### src/rtl/rm_hdr_sel_if.sv
// Word-stream bundle for rm_hdr_sel: upstream write port plus downstream
// first-word-fall-through read port.
interface rm_hdr_sel_if #(
    parameter int DATA_WIDTH = 64,
    parameter int CTRL_WIDTH = DATA_WIDTH / 8
);
    logic [DATA_WIDTH-1:0] in_data;
    logic [CTRL_WIDTH-1:0] in_ctrl;
    logic                  in_wr;
    logic                  in_rdy;
    logic [DATA_WIDTH-1:0] out_data;
    logic [CTRL_WIDTH-1:0] out_ctrl;
    logic                  out_wr;
    logic                  out_rdy;

    // master: the side producing input words and consuming output words
    modport master (
        output in_data, in_ctrl, in_wr, out_rdy,
        input  in_rdy, out_data, out_ctrl, out_wr
    );

    modport slave (
        input  in_data, in_ctrl, in_wr, out_rdy,
        output in_rdy, out_data, out_ctrl, out_wr
    );
endinterface

### src/rtl/rm_hdr_sel.sv
// Module-header stripper: drops header words ahead of each packet body
// (optionally keeping one header code) into a FWFT buffer.
// Optional statistics counters are enabled by defining RM_HDR_SEL_STATS_EN.
module rm_hdr_sel #(
    parameter int DATA_WIDTH = 64,
    parameter int CTRL_WIDTH = DATA_WIDTH / 8,
    parameter int FIFO_DEPTH = 16,
    parameter int AF_MARGIN  = 2,
    parameter int KEEP_CTRL  = 0
) (
    input  logic        clk,
    input  logic        reset_n,
    rm_hdr_sel_if.slave bus,
    output logic        overflow,
    output logic [15:0] pkt_cnt,
    output logic [15:0] hdr_cnt
);
    localparam int ADDR_WIDTH  = $clog2(FIFO_DEPTH);
    localparam int ENTRY_WIDTH = CTRL_WIDTH + DATA_WIDTH;

    localparam logic [ADDR_WIDTH:0]   FULL_LEVEL = (ADDR_WIDTH + 1)'(FIFO_DEPTH);
    localparam logic [ADDR_WIDTH:0]   RDY_LEVEL  = (ADDR_WIDTH + 1)'(FIFO_DEPTH - AF_MARGIN);
    localparam logic [ADDR_WIDTH:0]   CNT_ONE    = (ADDR_WIDTH + 1)'(1);
    localparam logic [ADDR_WIDTH-1:0] PTR_ONE    = ADDR_WIDTH'(1);
    localparam logic [CTRL_WIDTH-1:0] KEEP_CODE  = CTRL_WIDTH'(KEEP_CTRL);
    localparam bit                    KEEP_EN    = (KEEP_CTRL != 0);

    typedef enum logic {
        ST_HDR  = 1'b0,
        ST_BODY = 1'b1
    } state_t;

    state_t state_reg;
    state_t state_next;

    logic                  ctrl_nz;
    logic                  keep_hit;
    logic                  wr_sel;
    logic                  push;
    logic                  pop;
    logic                  empty;
    logic                  full;
    logic                  lost;

    logic [ADDR_WIDTH-1:0] wr_ptr_reg;
    logic [ADDR_WIDTH-1:0] wr_ptr_next;
    logic [ADDR_WIDTH-1:0] rd_ptr_reg;
    logic [ADDR_WIDTH-1:0] rd_ptr_next;
    logic [ADDR_WIDTH:0]   count_reg;
    logic [ADDR_WIDTH:0]   count_next;
    logic                  in_rdy_reg;
    logic                  overflow_reg;

    logic [ENTRY_WIDTH-1:0] mem [FIFO_DEPTH];
    logic [ENTRY_WIDTH-1:0] head;

    assign ctrl_nz  = |bus.in_ctrl;
    assign keep_hit = KEEP_EN && (bus.in_ctrl == KEEP_CODE);

    // ------------------------------------------------------------------
    // Packet framing FSM: decides which incoming words are buffered.
    // ------------------------------------------------------------------
    always_ff @(posedge clk or negedge reset_n) begin
        if (!reset_n) begin
            state_reg <= ST_HDR;
        end else begin
            state_reg <= state_next;
        end
    end

    always_comb begin
        state_next = state_reg;
        wr_sel     = 1'b0;
        if (bus.in_wr) begin
            case (state_reg)
                ST_HDR: begin
                    if (!ctrl_nz) begin
                        wr_sel     = 1'b1;
                        state_next = ST_BODY;
                    end else if (keep_hit) begin
                        wr_sel = 1'b1;
                    end
                end
                ST_BODY: begin
                    wr_sel = 1'b1;
                    if (ctrl_nz) begin
                        state_next = ST_HDR;
                    end
                end
                default: state_next = ST_HDR;
            endcase
        end
    end

    // ------------------------------------------------------------------
    // First-word-fall-through circular buffer
    // ------------------------------------------------------------------
    assign empty = (count_reg == '0);
    assign full  = (count_reg == FULL_LEVEL);
    assign pop   = bus.out_rdy && !empty;
    // A full buffer still takes a word when the head leaves on the same edge.
    assign push  = wr_sel && (!full || pop);
    assign lost  = wr_sel && full && !pop;

    always_comb begin
        wr_ptr_next = wr_ptr_reg;
        rd_ptr_next = rd_ptr_reg;
        count_next  = count_reg;
        if (push) begin
            wr_ptr_next = wr_ptr_reg + PTR_ONE;
        end
        if (pop) begin
            rd_ptr_next = rd_ptr_reg + PTR_ONE;
        end
        if (push && !pop) begin
            count_next = count_reg + CNT_ONE;
        end else if (pop && !push) begin
            count_next = count_reg - CNT_ONE;
        end
    end

    always_ff @(posedge clk or negedge reset_n) begin
        if (!reset_n) begin
            wr_ptr_reg   <= '0;
            rd_ptr_reg   <= '0;
            count_reg    <= '0;
            in_rdy_reg   <= 1'b0;
            overflow_reg <= 1'b0;
        end else begin
            wr_ptr_reg   <= wr_ptr_next;
            rd_ptr_reg   <= rd_ptr_next;
            count_reg    <= count_next;
            in_rdy_reg   <= (count_next <= RDY_LEVEL);
            overflow_reg <= overflow_reg | lost;
        end
    end

    // Storage carries no reset; stale entries are never visible because
    // the occupancy count gates out_wr.
    always_ff @(posedge clk) begin
        if (push) begin
            mem[wr_ptr_reg] <= {bus.in_ctrl, bus.in_data};
        end
    end

    assign head         = mem[rd_ptr_reg];
    assign bus.out_ctrl = head[ENTRY_WIDTH-1 -: CTRL_WIDTH];
    assign bus.out_data = head[DATA_WIDTH-1:0];
    assign bus.out_wr   = pop;
    assign bus.in_rdy   = in_rdy_reg;
    assign overflow     = overflow_reg;

    // ------------------------------------------------------------------
    // Statistics
    // ------------------------------------------------------------------
`ifdef RM_HDR_SEL_STATS_EN
    logic        eop_written;
    logic        hdr_stripped;
    logic [15:0] pkt_cnt_reg;
    logic [15:0] hdr_cnt_reg;

    assign eop_written  = push && (state_reg == ST_BODY) && ctrl_nz;
    assign hdr_stripped = bus.in_wr && (state_reg == ST_HDR) && ctrl_nz && !keep_hit;

    always_ff @(posedge clk or negedge reset_n) begin
        if (!reset_n) begin
            pkt_cnt_reg <= '0;
            hdr_cnt_reg <= '0;
        end else begin
            if (eop_written && (pkt_cnt_reg != 16'hFFFF)) begin
                pkt_cnt_reg <= pkt_cnt_reg + 16'd1;
            end
            if (hdr_stripped && (hdr_cnt_reg != 16'hFFFF)) begin
                hdr_cnt_reg <= hdr_cnt_reg + 16'd1;
            end
        end
    end

    assign pkt_cnt = pkt_cnt_reg;
    assign hdr_cnt = hdr_cnt_reg;
`else
    assign pkt_cnt = 16'h0000;
    assign hdr_cnt = 16'h0000;
`endif

endmodule

### src/flat_wrapper.sv
// flat-port wrapper written by rule: the top's interface ports become plain ports
module rm_hdr_sel_flat 
#(
    parameter int DATA_WIDTH = 64,
    parameter int CTRL_WIDTH = DATA_WIDTH / 8,
    parameter int FIFO_DEPTH = 16,
    parameter int AF_MARGIN  = 2,
    parameter int KEEP_CTRL  = 0
)
  (clk, reset_n, overflow, pkt_cnt, hdr_cnt, bus_in_data, bus_in_ctrl, bus_in_wr, bus_out_rdy, bus_in_rdy, bus_out_data, bus_out_ctrl, bus_out_wr);
  rm_hdr_sel_if #(.DATA_WIDTH(DATA_WIDTH), .CTRL_WIDTH(CTRL_WIDTH)) bus_i ();
  input  logic clk;
  input  logic reset_n;
  output logic overflow;
  output logic [15:0] pkt_cnt;
  output logic [15:0] hdr_cnt;
  input wire logic [$bits(bus_i.in_data)-1:0] bus_in_data;
  input wire logic [$bits(bus_i.in_ctrl)-1:0] bus_in_ctrl;
  input wire logic [$bits(bus_i.in_wr)-1:0] bus_in_wr;
  input wire logic [$bits(bus_i.out_rdy)-1:0] bus_out_rdy;
  output wire logic [$bits(bus_i.in_rdy)-1:0] bus_in_rdy;
  output wire logic [$bits(bus_i.out_data)-1:0] bus_out_data;
  output wire logic [$bits(bus_i.out_ctrl)-1:0] bus_out_ctrl;
  output wire logic [$bits(bus_i.out_wr)-1:0] bus_out_wr;
  assign bus_i.in_data = bus_in_data;
  assign bus_i.in_ctrl = bus_in_ctrl;
  assign bus_i.in_wr = bus_in_wr;
  assign bus_i.out_rdy = bus_out_rdy;
  assign bus_in_rdy = bus_i.in_rdy;
  assign bus_out_data = bus_i.out_data;
  assign bus_out_ctrl = bus_i.out_ctrl;
  assign bus_out_wr = bus_i.out_wr;
  rm_hdr_sel #(.DATA_WIDTH(DATA_WIDTH), .CTRL_WIDTH(CTRL_WIDTH), .FIFO_DEPTH(FIFO_DEPTH), .AF_MARGIN(AF_MARGIN), .KEEP_CTRL(KEEP_CTRL)) u_core (.clk(clk), .reset_n(reset_n), .bus(bus_i), .overflow(overflow), .pkt_cnt(pkt_cnt), .hdr_cnt(hdr_cnt));
endmodule
### config.mk
export PLATFORM = sky130hd
export DESIGN_NAME = rm_hdr_sel_flat
export DESIGN_NICKNAME = d
export VERILOG_FILES = /design/src/rtl/rm_hdr_sel_if.sv /design/src/rtl/rm_hdr_sel.sv /design/src/flat_wrapper.sv
export SDC_FILE = /design/constraint.sdc
export NUM_CORES = 1
export LEC_CHECK = 0
export BUFFER_PORTS_ARGS = -buffer_cell sky130_fd_sc_hd__buf_2
export CORE_UTILIZATION = 51
export CTS_BUF_LIST = sky130_fd_sc_hd__clkbuf_4
export DETAILED_ROUTE_END_ITERATION = 10
export PLACE_DENSITY = 0.75
export SLEW_MARGIN = 25
export SYNTH_ARGS = -nofsm -noshare
export SYNTH_HDL_FRONTEND = slang
export SYNTH_SLANG_ARGS = --single-unit
### constraint.sdc
create_clock -name clk -period 4.29 [get_ports clk]
set_input_delay 0.858 -clock clk [delete_from_list [all_inputs] [get_ports clk]]
set_output_delay 0.858 -clock clk [all_outputs]
set_load 0.05 [all_outputs]
# Word-level counts from Yosys, hierarchy flattened

Memory sizes are Yosys's and may differ from the RTL's.
Index checks and enable logic that the tools add are counted.

Memories kept: 1
Logic and storage cells: 35
Register bits: 16
Output and inout port bits: 107
RAM bits: 1152

Memories:

| memory     | words | bits a word | rd ports | clocked after memory_dff | write ports | line             | RTL |
|---|---|---|---|---|---|---|---|
| u_core.mem | 16    | 72          | 1        | 0                        | 1           | rm_hdr_sel.sv:54 | `logic [ENTRY_WIDTH-1:0] mem [FIFO_DEPTH];` |

Eq/ne operators: 1
Muxes and demuxes: 7
$lt $le $gt $ge: 1
Add/subtract/negate cells: 4
Reductions and logical operators: 13
Bitwise logic cells: 2

Operator list:

| kind                                                                  | number |
|---|---|
| 5-bit two-way mux                                                     | 2 |
| 4-bit by 1-bit adder with 4-bit output, second input constant         | 2 |
| 8-bit OR reduction                                                    | 1 |
| 1-bit logical AND                                                     | 6 |
| 5-bit by 1-bit adder with 5-bit output, second input constant         | 1 |
| 5-bit == test, second input constant                                  | 1 |
| 5-bit by 4-bit <= comparator with 1-bit output, second input constant | 1 |
| 5-bit zero test                                                       | 1 |
| 5-bit by 1-bit subtractor with 5-bit output, second input constant    | 1 |
| 1-bit zero test                                                       | 4 |
| 1-bit two-way mux                                                     | 4 |
| 1-bit one-hot mux with 2 select lines                                 | 1 |
| 1-bit logical OR                                                      | 1 |
| 1-bit inverter                                                        | 1 |
| 1-bit bitwise OR                                                      | 1 |

# Longest topological paths before layout

Gate-level depths: netlist of the first run.

Word-level depth: 10
Depth in mapped cells: 10
Mapped depth without buffers: 9

# Worst setup path before layout of the first run

No wires, ideal clock.

Path type: input port to flip-flop
Start: input bus_in_ctrl[4]
End: memory u_core.mem[4][0] (netlist name), enable pin
Setup slack: 0.090 ns
Stages: 8
Setup time: 0.438 ns
Arrival: 3.761 ns
Required time: 3.852 ns
Cell sequence: nor4b_2 a32o_1 buf_2 o31a_1 buf_2 nand2_1 nor2_1 and2_1

Cells in the longest elaborated chain, start to end: 7

Ends and longest elaborated chain:

| what                                    | line               | RTL |
|---|---|---|
| from (decl)                             | flat_wrapper.sv:18 | `input wire logic [$bits(bus_i.in_ctrl)-1:0] bus_in_ctrl;` |
| 8-bit OR reduction                      | rm_hdr_sel.sv:57   | `assign ctrl_nz = \|bus.in_ctrl;` |
| 1-bit two-way mux                       | rm_hdr_sel.sv:77   | `if (!ctrl_nz) begin` |
| 1-bit one-hot mux with 2 select lines   | rm_hdr_sel.sv:75   | `case (state_reg)` |
| 1-bit two-way mux                       | rm_hdr_sel.sv:74   | `if (bus.in_wr) begin` |
| 1-bit logical AND                       | rm_hdr_sel.sv:102  | `assign push = wr_sel && (!full \|\| pop);` |
| 1-bit two-way mux                       | rm_hdr_sel.sv:141  | `if (push) begin` |
| 1-bit two-way mux (not written as such) | rm_hdr_sel.sv:142  | `mem[wr_ptr_reg] <= {bus.in_ctrl, bus.in_data};` |
| to (decl)                               | rm_hdr_sel.sv:54   |  |

Every way passes these cells.

# Worst setup path in the final report of the first run

Start: register u_core.rd_ptr_reg[0]
End: output bus_out_data[36]

Cells in the longest elaborated chain, start to end: 1

Ends and longest elaborated chain:

| what                    | line               | RTL |
|---|---|---|
| from (decl)             | rm_hdr_sel.sv:47   | `logic [ADDR_WIDTH-1:0] rd_ptr_reg;` |
| from (signal assigned)  | rm_hdr_sel.sv:131  | `rd_ptr_reg <= rd_ptr_next;` |
| memory read 16 x 72 bit | --                 |  |
| to (decl)               | flat_wrapper.sv:22 | `output wire logic [$bits(bus_i.out_data)-1:0] bus_out_data;` |

Every way passes these cells.

==> results.md, run 1 <==
- Detail Route Antenna Nets: 0
- Max-slew headroom: 0.465
- Overflow after GRT: 0
- CTS Buffer Depth: 4
- Routed len/inst: 26.7 um
- Final period util: 0.984
- Die area: about 90000 um2
- CTS Buf Count: roughly 290
- Sequential share of the synthesized area: 0.789
- Setup TNS: 0 ns
- Root Buffer: clkbuf_4
- Synth Register Bits: between 1000 and 1500
- DRC Markers: 0
- Max FFs per register: between 1000 and 1500
- Crit-path slowest cell: mux4_2
- TritonRoute pass-1 iters: 5
- Initial antenna violation count: 6
- Drt total wl: 94700 um
- I/O Buffers: 150
- Post-synth top area share: 0.780
- Placer Congestion: 0.782
- Max_cap viols: 0
- Via density per instance: just under 6
- CTS tree: built
- Switching Share: 0.322
- FILL cells: 5824
- Initial DRC Count: 2151
- Pleak: about 17 nW
- CTS Sinks: around 1200
- Worst Path Max Fanout: 19
- First-pass GRT wire length: 141000 um
- Layout cells sized above 1: 0.439
- Synth top area cells: edfxtp_1, mux4_2, dfrtp_1, buf_4, buf_2
- Slew Viols, Final: 0
- Worst-skew pair later-pin latency: 1.13 ns
- Hold WC Path Type: in -> reg
- Setup Crit Path Kind: reg -> out
- CP Data Required Time: around 3.4 ns
- Crit. End Element: output port
- Tot GR Track Use: 0.219
- Post-synth EDFFs: roughly 1200
- Most frequent cells in the layout: edfxtp_1, clkbuf_4, mux4_2
- Die X-Extent: just under 300 um
- Worst Skew: about 0.12 ns
- Tmin final: ~4.2 ns
- Largest net degree at the start of global routing: between 50 and 60
- Top_reg_cell synth: edfxtp_1
- Ports: around 180
- Synthesized area: around 44000 um2
- Clock power frac: 0.267
- Vias in the first global route: 22400
- Synth-to-Final Area Change: 16.2%
- Pwr per Cell Area: 637 nW/um2
- Internal: about 22 mW
- Syn Area/Cell: ~26 um2
- Final number of setup-violating endpoints: 0
- Commonest non-fill, non-tap cell in the layout: edfxtp_1
- Worst path cell trace: buf_12 -> bufbuf_16 -> mux4_2 -> mux4_2 -> buf_2
- Worst setup SP type: flop
- Syn. warnings: 0
- Die height: 297 um
- H-tree depth: 5
- WP data arrival: around 3.4 ns
- Worst path most repeated cell: mux4_2
- RSZ-0062 raised after global routing: true
- Asr flop ratio synth: 0.0137
- Net switching power figure: ~11 mW
- Worst slew pin tran: around 0.80 ns
- Worst VDD drop: approximately 390 uV
- Final hold viol count: 0
- Core Footprint: 85700 um2
- Netlist cell types: 37
- Run status: completed
- Fin nets: roughly 2300
- Hold_ws: 0.133 ns
- Synth area leader: edfxtp_1
- Via count: 20800
- Max incr delay on CP: about 0.53 ns
- HPWL Detailed: about 53000 um
- Clock slew at reported path FFs: ~0.070 ns
- Max Freq: 0.237 GHz
- Initial Util: 0.518
- Rows: around 110
- Sequential share of power: 0.391
- Final cell count without fillers: about 3500
- Synthesized instance count: roughly 1700
- Cells after DPL: ~3000
- Comb pwr share: 0.342
[Yosys cell counts, types with 2 or more instances]
| library cell | instances |
|---|---|
| and2_1 | 12 |
| nand4_1 | 5 |
| ha_1 | 7 |
| buf_4 | 32 |
| a32o_1 | 2 |
| nor3_1 | 3 |
| and4_1 | 4 |
| dfrtp_1 | 16 |
| buf_2 | 32 |
| buf_1 | 4 |
| buf_6 | 11 |
| nand2_1 | 10 |
| xnor2_1 | 10 |
| clkbuf_1 | 37 |
| o21ai_0 | 2 |
| edfxtp_1 | 1152 |
| mux4_2 | 360 |
| inv_1 | 6 |
| a31oi_1 | 2 |
| nor2_1 | 3 |
| mux2i_1 | 2 |
[repair_timing]
action | in CTS | in global routing
endpoints found under the setup margin | 72 | 43
hold buffers | 20 | 0
buffers inserted | 16 | 3
resized for setup | 82 | 4
cloned | 8 | 1
hold endpoints to repair | 163 | 0
[power groups by stage]
| stage | clock [mW] | combinational (mW) | sequential, mW |
|---|---|---|---|
| floorplan | 0 | 7.96 | 12.9 |
| global placement | 0 | 10.0 | 13.2 |
| detailed placement | 0 | 10.1 | 13.2 |
| CTS | 8.99 | 11.4 | 12.8 |
| global route | 9.57 | 11.8 | 12.8 |
| finish | 8.78 | 11.2 | 12.8 |
[worst max-delay path: cells and delay by family, from the launching register on]
family	cells	cell delay [ns]
buf+inv	3	0.76
mux	2	1.05
flops	1	0.48
[stage by stage]
step                total power, mW  worst slack (ns)  instance area (um2)  utilization
CTS                            33.2            -0.110                51600        0.602
global placement               23.2             0.671                47200        0.550
floorplan                      20.8            0.0904                44500            -
finish                         32.8            0.0695                51600        0.602
global route                   34.2           -0.0705                51600        0.602
detailed placement             23.3             0.556                47200        0.550
[worst paths after layout]
path / startpoint / endpoint / slack, ns / cells past startpoint
setup / recovery: u_core.rd_ptr_reg[0]$_DFFE_PN0N_ / bus_out_data[36] / 0.07 / 5
hold / removal: bus_in_data[60] / u_core.mem[11][60]$_DFFE_PP_ / 0.13 / 1
setup reg to reg: u_core.count_reg[0]$_DFF_PN0_ / u_core.mem[7][38]$_DFFE_PP_ / 1.32 / 8
hold reg to reg: u_core.overflow$_DFF_PN0_ / u_core.overflow$_DFF_PN0_ / 0.50 / 1
max in group asynchronous: reset_n / u_core.rd_ptr_reg[2]$_DFFE_PN0N_ / 3.71 / 2
min in group asynchronous: reset_n / u_core.rd_ptr_reg[3]$_DFFE_PN0N_ / 0.17 / 2
[logic make-up after synthesis]
logic type | count (synthesis) | share of synthesized area
muxes | 362 | 0.183
other | 1 | 0.0000845
adders and majority gates | 7 | 0.00197
xor gates and xnor gates | 10 | 0.00197
AOI/OAI and AO/OA | 13 | 0.00220
buffers and inverters | 123 | 0.0159
and+or+nand+nor | 44 | 0.00603
DFF | 1168 | 0.789
[routing by layer]
metal  up-vias  track usage  wire length [um]
met5         -            0                58
met3       120       0.0618              8020
met2      1033        0.346             47300
met4         8       0.0731              1630
met1     11000        0.296             37600
li1       8661            -                 -
[cell type report]
| class | instances | area [um2] | area share |
|---|---|---|---|
| Inverter | 7 | 26.3 | 0.000510 |
| Multi-Input combinational cell | 468 | 8830 | 0.171 |
| Sequential cell | 1168 | 35000 | 0.679 |
| Tap cell | 1144 | 1430 | 0.0278 |
| Timing Repair Buffer | 269 | 2790 | 0.0540 |
| Antenna cell | 2 | 5.00 | 0.0000971 |
| Clock inverter | 80 | 440 | 0.00854 |
| Clock buffer | 405 | 3040 | 0.0590 |
Power figures use the tool's default switching activity.
==> run 2: changes to the inputs <==
CORE_MARGIN = 2   (was default)
==> run 2 against run 1 <==
Sequential power is essentially flat. Global-route usage grew 0.27 points. Clock power grew 0.6%. Combinational power is essentially flat. Setup slack gained 0.020 ns. Total power shrank 0.11%. Critical path type unchanged.
==> results.md, run 2 (same netlist as run 1, synthesis figures left out) <==
- Run status: completed
- Clock power frac: 0.269 (+0.002)
- Die height: 299 um (+0.67%)
- Setup Crit Path Kind: reg -> out
- Via count: 20900 (+0.54%)
- Pleak: 16.7 nW (-0.60%)
- Max incr delay on CP: 0.58 ns (+0.05 ns)
- Commonest non-fill, non-tap cell in the layout: edfxtp_1
- Max-slew headroom: 0.528 (+0.0637)
- Critical Path Start: u_core.rd_ptr_reg[1]$_DFFE_PN0N_
- Overflow after GRT: 0 (unchanged)
- Worst path cell trace: bufbuf_16 -> mux4_2 -> mux4_2 -> buf_2
- FILL cells: 5944 (+2.1%)
- Detail Route Antenna Nets: 0 (unchanged)
- Internal: 22.0 mW (-0.97%)
- Synth-to-Final Area Change: 15.8%
- Initial Util: 0.513 (-0.00479)
- CP Data Required Time: 3.43 ns (about the same)
- Setup TNS: 0 ns (unchanged)
- Net switching power figure: 10.8 mW (+1.7%)
- Pwr per Cell Area: 639 nW/um2 (+0.27%)
- Placer Congestion: 0.772 (-1.3%)
- Hold path start: bus_in_data[10]
- I/O Buffers: 150 (unchanged)
- Clock slew at reported path FFs: 0.07 ns (about the same)
- Initial antenna violation count: 7 (+1)
- Crit-path slowest cell: dfrtp_4
- Final cell count without fillers: 3535 (-0.23%)
- Root Buffer: clkbuf_4
- HPWL Detailed: 51600 um (-1.8%)
- DRC Markers: 0 (unchanged)
- Final number of setup-violating endpoints: 0 (unchanged)
- Max Freq: 0.238 GHz (+0.48%)
- TritonRoute pass-1 iters: 5 (unchanged)
- Comb pwr share: 0.339 (-0.003)
- CTS Sinks: 1168 (unchanged)
- Via density per instance: 5.92 (+0.77%)
- Worst slew pin tran: 0.708 ns (-0.0955 ns)
- Slew Viols, Final: 0 (unchanged)
- Largest net degree at the start of global routing: 74 (+28%)
- Initial DRC Count: 2056 (-4.4%)
- First-pass GRT wire length: 143000 um (+1.9%)
- Vias in the first global route: 22100 (-1.3%)
- WP data arrival: 3.34 ns (-0.02 ns)
- Met2 usage: 0.355 (+0.00936)
- Tmin final: 4.20 ns (-0.0203 ns)
- GR peak layer: met2
- Sequential share of power: 0.392 (about the same)
- Final Total Pwr: 32.8 mW (-0.11%)
- Core Footprint: 86500 um2 (+0.93%)
- Switching Share: 0.328 (+0.00578)
- RSZ-0062 raised after global routing: false
- Crit. End Element: output port
- Worst-skew pair later-pin latency: 1.17 ns (+0.04 ns)
- CTS Buf Count: 295 (+0.34%)
- Reg-to-reg startpoint: u_core.count_reg[0]$_DFF_PN0_
- Worst Skew: 0.0859 ns (-0.0387 ns)
- Tot GR Track Use: 0.221 (+0.00271)
- CTS tree: built
- Final core occ: 0.594 (-0.00784)
- Most frequent cells in the layout: edfxtp_1, clkbuf_4, mux4_2
- Rows: 108 (+0.93%)
- Hold WC Path Type: in -> reg
- Worst Path Max Fanout: 58 (+39)
- Final hold viol count: 0 (unchanged)
- H-tree depth: 5 (unchanged)
- Met3 Usage GRT: 0.0640 (+0.00217)
- Ports: 183 (unchanged)
- Max FFs per register: 1152 (unchanged)
- Fin nets: 2274 (-0.74%)
- Layout cells sized above 1: 0.438 (-0.00154)
- Met1 layer usage reported by global route: 0.294 (-0.00169)
- Routed len/inst: 27.6 um (+3.1%)
- CTS Buffer Depth: 4 (unchanged)
- Max_cap viols: 0 (unchanged)
- Drt total wl: 97400 um (+2.9%)
- Worst setup SP type: flop
- Die X-Extent: 299 um (+0.67%)
- Hold_ws: 0.113 ns (-0.0199 ns)
- Worst path most repeated cell: mux4_2
- Final period util: 0.979 (-0.00474)
- Worst VDD drop: 567 uV (+45%)
- Die area: 89400 um2 (+1.4%)
- Cells after DPL: 3004 (-0.23%)
-- run 2: cell count changes in the layout (fill, tap and decap cells not counted), sizes merged --
cell,delta
buf,-20
clkbuf,+9
clkinv,-6
bufbuf,-1
bufinv,-1
dlygate4sd3,+1
inv,-1
-- run 2: per-layer routing --
layer / wire (um) / up-vias
met2: 49000 / 1197
met5: 57 / -
met4: 2060 / 10
li1: - / 8590
met3: 9140 / 168
met1: 37200 / 10900
-- run 2: layout make-up --
type | instances | area, um2 | share of cell area
diodes | 2 | 5.00 | 0.0000974
clock buffers | 412 | 3090 | 0.0602
clock inverters | 72 | 383 | 0.00745
inverters | 7 | 26.3 | 0.000511
multi-input cells | 468 | 8830 | 0.172
flip-flops and latches | 1168 | 35000 | 0.682
well taps | 1155 | 1450 | 0.0281
repair buffers | 251 | 2580 | 0.0502
-- run 2: metrics by stage --
stage / cell area [um2] / setup WS (ns)
after detailed placement: 47000 / 0.576
after global placement: 47000 / 0.617
after CTS: 51300 / -0.0463
after floorplan: 44500 / 0.0904
after global routing: 51400 / 0.000610
final: 51400 / 0.0899
-- run 2: final timing paths --
path | to | slack (ns) | cells after the start
min in group asynchronous | u_core.bus.in_rdy$_DFF_PN0_ | 0.21 | 2
max in group asynchronous | u_core.rd_ptr_reg[3]$_DFFE_PN0N_ | 3.69 | 2
hold reg to reg | u_core.state_reg$_DFFE_PN0P_ | 0.52 | 1
setup / recovery | bus_out_data[50] | 0.09 | 4
hold / removal | u_core.mem[15][10]$_DFFE_PP_ | 0.11 | 1
setup reg to reg | u_core.mem[15][38]$_DFFE_PP_ | 1.36 | 7
-- run 2: power by group through the flow --
stage	logic (mW)	clock network, mW	registers [mW]
after floorplan	7.96	0	12.9
after global placement	10.0	0	13.1
after detailed placement	10.1	0	13.1
after CTS	11.2	9.00	12.9
after global routing	11.6	9.62	12.9
final	11.1	8.83	12.9
-- run 2: what timing repair did --
| item | in CTS | in global routing |
|---|---|---|
| gates resized for setup | 57 | 2 |
| hold buffers | 21 | 0 |
| setup buffers | 7 | 2 |
| hold endpoints to repair | 147 | 0 |
| cloned | 13 | 3 |
| setup endpoints to repair | 69 | 15 |
-- run 2: critical path: cells and delay by family (launching register included) --
| kind | cells | cell delay, ns |
|---|---|---|
| buffers and inverters | 2 | 0.77 |
| DFF | 1 | 0.58 |
| muxes | 2 | 0.89 |
==> run 3: changes to the inputs <==
clock period = 5.31 ns   (was 4.29 ns; I/O delays follow)
==> run 3 against run 2 <==
Combinational power shrank 28%. Clock skew grew 0.056 ns. Die area is the same. Clock power shrank 22%. Highest routed layer unchanged. Via count shrank 1.8%.
==> results.md, run 3 (same netlist as run 1, synthesis figures left out) <==
- Run status: completed
- CTS Sinks: 1168 (unchanged)
- CP Data Required Time: 4.25 ns (+0.82 ns)
- Core Footprint: 86500 um2 (unchanged)
- Max_cap viols: 0 (unchanged)
- Commonest non-fill, non-tap cell in the layout: edfxtp_1
- Comb pwr share: 0.316 (-0.023)
- Via density per instance: 5.89 (-0.38%)
- Max FFs per register: 1152 (unchanged)
- Initial antenna violation count: 10 (+3)
- Rows: 108 (unchanged)
- Worst-skew pair later-pin latency: 1.15 ns (-0.02 ns)
- Tmin final: around 4.8 ns
- First-pass GRT wire length: 139000 um (-3.2%)
- Worst path cell trace: buf_4 -> mux4_2 -> mux4_2 -> buf_2
- Hold_ws: 0.240 ns (+0.127 ns)
- TritonRoute pass-1 iters: 5 (unchanged)
- R2R setup slack: 1.76 ns (+0.40 ns)
- Sequential share of power: 0.412 (+0.020)
- Setup Crit Path Kind: reg -> out
- Reg-to-reg endpoint: u_core.mem[3][54]$_DFFE_PP_
- Final hold viol count: 0 (unchanged)
- Setup bufs post-CTS: 0 (-7)
- Placed cell area: 46800 um2 (-0.34%)
- H-tree depth: 5 (unchanged)
- Pwr per Cell Area: 507 nW/um2 (-21%)
- Worst Skew: 0.142 ns (+0.0556 ns)
- Final period util: 0.903
- WP data arrival: 3.74 ns (+0.40 ns)
- Buf/Inv on CP: 2 (unchanged)
- Overflow after GRT: 0 (unchanged)
- Pleak: 16.2 nW (-2.9%)
- CP top delay family: multiplexers
- Crit. End Element: output port
- Worst path most repeated cell: mux4_2
- Hold Path Stages: 3 (+2)
- Fin area: 50200 um2 (-2.3%)
- Tot GR Track Use: 0.213 (-0.00791)
- Final number of setup-violating endpoints: 0 (unchanged)
- Hold path start: bus_in_wr
- I/O Buffers: 150 (unchanged)
- Slew Viols, Final: 0 (unchanged)
- HPWL Detailed: 54000 um (+4.6%)
- Drt total wl: 93800 um (-3.7%)
- Max incr delay on CP: 0.75 ns (+0.17 ns)
- Die X-Extent: 299 um (unchanged)
- Worst slew pin tran: 0.801 ns (+0.0934 ns)
- Fin nets: 2236 (-1.7%)
- Crit-path slowest cell: dfrtp_4
- Worst VDD drop: 550 uV (-3.0%)
- CTS tree: built
- Max Freq: 0.208 GHz
- Max-slew headroom: 0.466 (-0.0622)
- Final core occ: 0.580 (-0.0135)
- Worst setup SP type: flop
- Die area: 89400 um2 (unchanged)
- Placer Congestion: 0.761 (-1.5%)
- Synth-to-Final Area Change: 13.1%
- Register area: 35000 um2 (unchanged)
- RSZ-0062 raised after global routing: false
- Hold EP: u_core.state_reg$_DFFE_PN0P_
- Hold WC Path Type: in -> reg
- Footprint of the multi-input gates: 8830 um2 (unchanged)
- FILL cells: 6091 (+2.5%)
- Routed len/inst: 26.9 um (-2.4%)
- DRC Markers: 0 (unchanged)
- Reg-to-reg startpoint: u_core.count_reg[0]$_DFF_PN0_
- CTS Buffer Depth: 4 (unchanged)
- Initial DRC Count: 2066 (+0.49%)
- Ports: 183 (unchanged)
- Root Buffer: clkbuf_4
- Via count: 20500 (-1.8%)
- CTS Buf Count: 299 (+1.4%)
- R2R depth: 7 (unchanged)
- Setup TNS: 0 ns (unchanged)
- Layout cells sized above 1: 0.439 (+0.000947)
- Clock slew at reported path FFs: 0.07 ns (about the same)
- Largest net degree at the start of global routing: 71 (-4.1%)
- Clock power frac: 0.272 (+0.003)
- Die height: 299 um (unchanged)
- Net switching power figure: 8.37 mW (-22%)
- Initial Util: 0.513 (unchanged)
- Detail Route Antenna Nets: 0 (unchanged)
- Switching Share: 0.329 (+0.000982)
- Vias in the first global route: 21800 (-1.5%)
- Most frequent cells in the layout: edfxtp_1, clkbuf_4, mux4_2
- Worst Path Max Fanout: 24 (-59%)
- Final Total Pwr: 25.4 mW (-22%)
- Internal: 17.1 mW (-23%)
run 3: changes by cell type in the layout (fill, tap and decap cells not counted), moves of 12 or more:
cell,change
dlygate4sd3_1,-20
buf_2,+24
clkinv_1,-12
buf_16,-17
buf_12,-12
buf_6,-14
run 3: area by class of cell:
cell class,instances,share of cell area
Antenna cell,5,0.000249
Sequential cell,1168,0.697
Clock buffer,414,0.0619
Clock inverter,59,0.00528
Timing Repair Buffer,209,0.0301
Tap cell,1155,0.0288
Inverter,7,0.000523
Multi-Input combinational cell,468,0.176
run 3: per-stage QoR:
step | setup WS, ns | instances
floorplan | 0.906 | 1759
global placement | 1.08 | 3006
detailed placement | 0.885 | 3006
CTS | 0.303 | 3480
global route | 0.293 | 3483
finish | 0.513 | 3485
run 3: power groups by stage:
stage | logic [mW] | clock network [mW] | registers [mW]
after floorplan | 6.43 | 0 | 10.4
after global placement | 8.11 | 0 | 10.7
after detailed placement | 8.19 | 0 | 10.7
after CTS | 8.20 | 7.10 | 10.5
after global routing | 8.43 | 7.56 | 10.5
final | 8.03 | 6.91 | 10.5
run 3: worst register-to-register path, delay by kind of cell (launching register included):
kind,cells,cell delay [ns]
adder cells (fa/ha/maj),1,0.24
buffers and inverters,2,0.45
AND/OR/NAND/NOR,3,1.52
flip-flops,1,0.43
AO/OA/AOI/OAI,1,0.51
run 3: worst max-delay path by stage:
stage	from	endpoint	slack (ns)	depth (start not counted)
final	u_core.rd_ptr_reg[0]$_DFFE_PN0N_	bus_out_ctrl[7]	0.51	4
after global routing	u_core.rd_ptr_reg[0]$_DFFE_PN0N_	bus_out_data[2]	0.29	4
after CTS	u_core.rd_ptr_reg[0]$_DFFE_PN0N_	bus_out_ctrl[7]	0.30	4
after detailed placement	bus_in_ctrl[4]	u_core.mem[3][48]$_DFFE_PP_	0.88	7
after global placement	bus_in_ctrl[4]	u_core.mem[1][60]$_DFFE_PP_	1.08	7
after floorplan	bus_in_ctrl[4]	u_core.mem[4][0]$_DFFE_PP_	0.91	8
run 3: layer usage:
layer	routed length, um	track usage
met1	36300	0.285
met4	1740	0.0689
met3	7840	0.0580
met2	47900	0.346
met5	55	0
run 3: what timing repair did:
item / in CTS / in global routing
gates resized for setup: 0 / 0
endpoints found under the hold margin: 16 / 0
hold buffers: 1 / 0
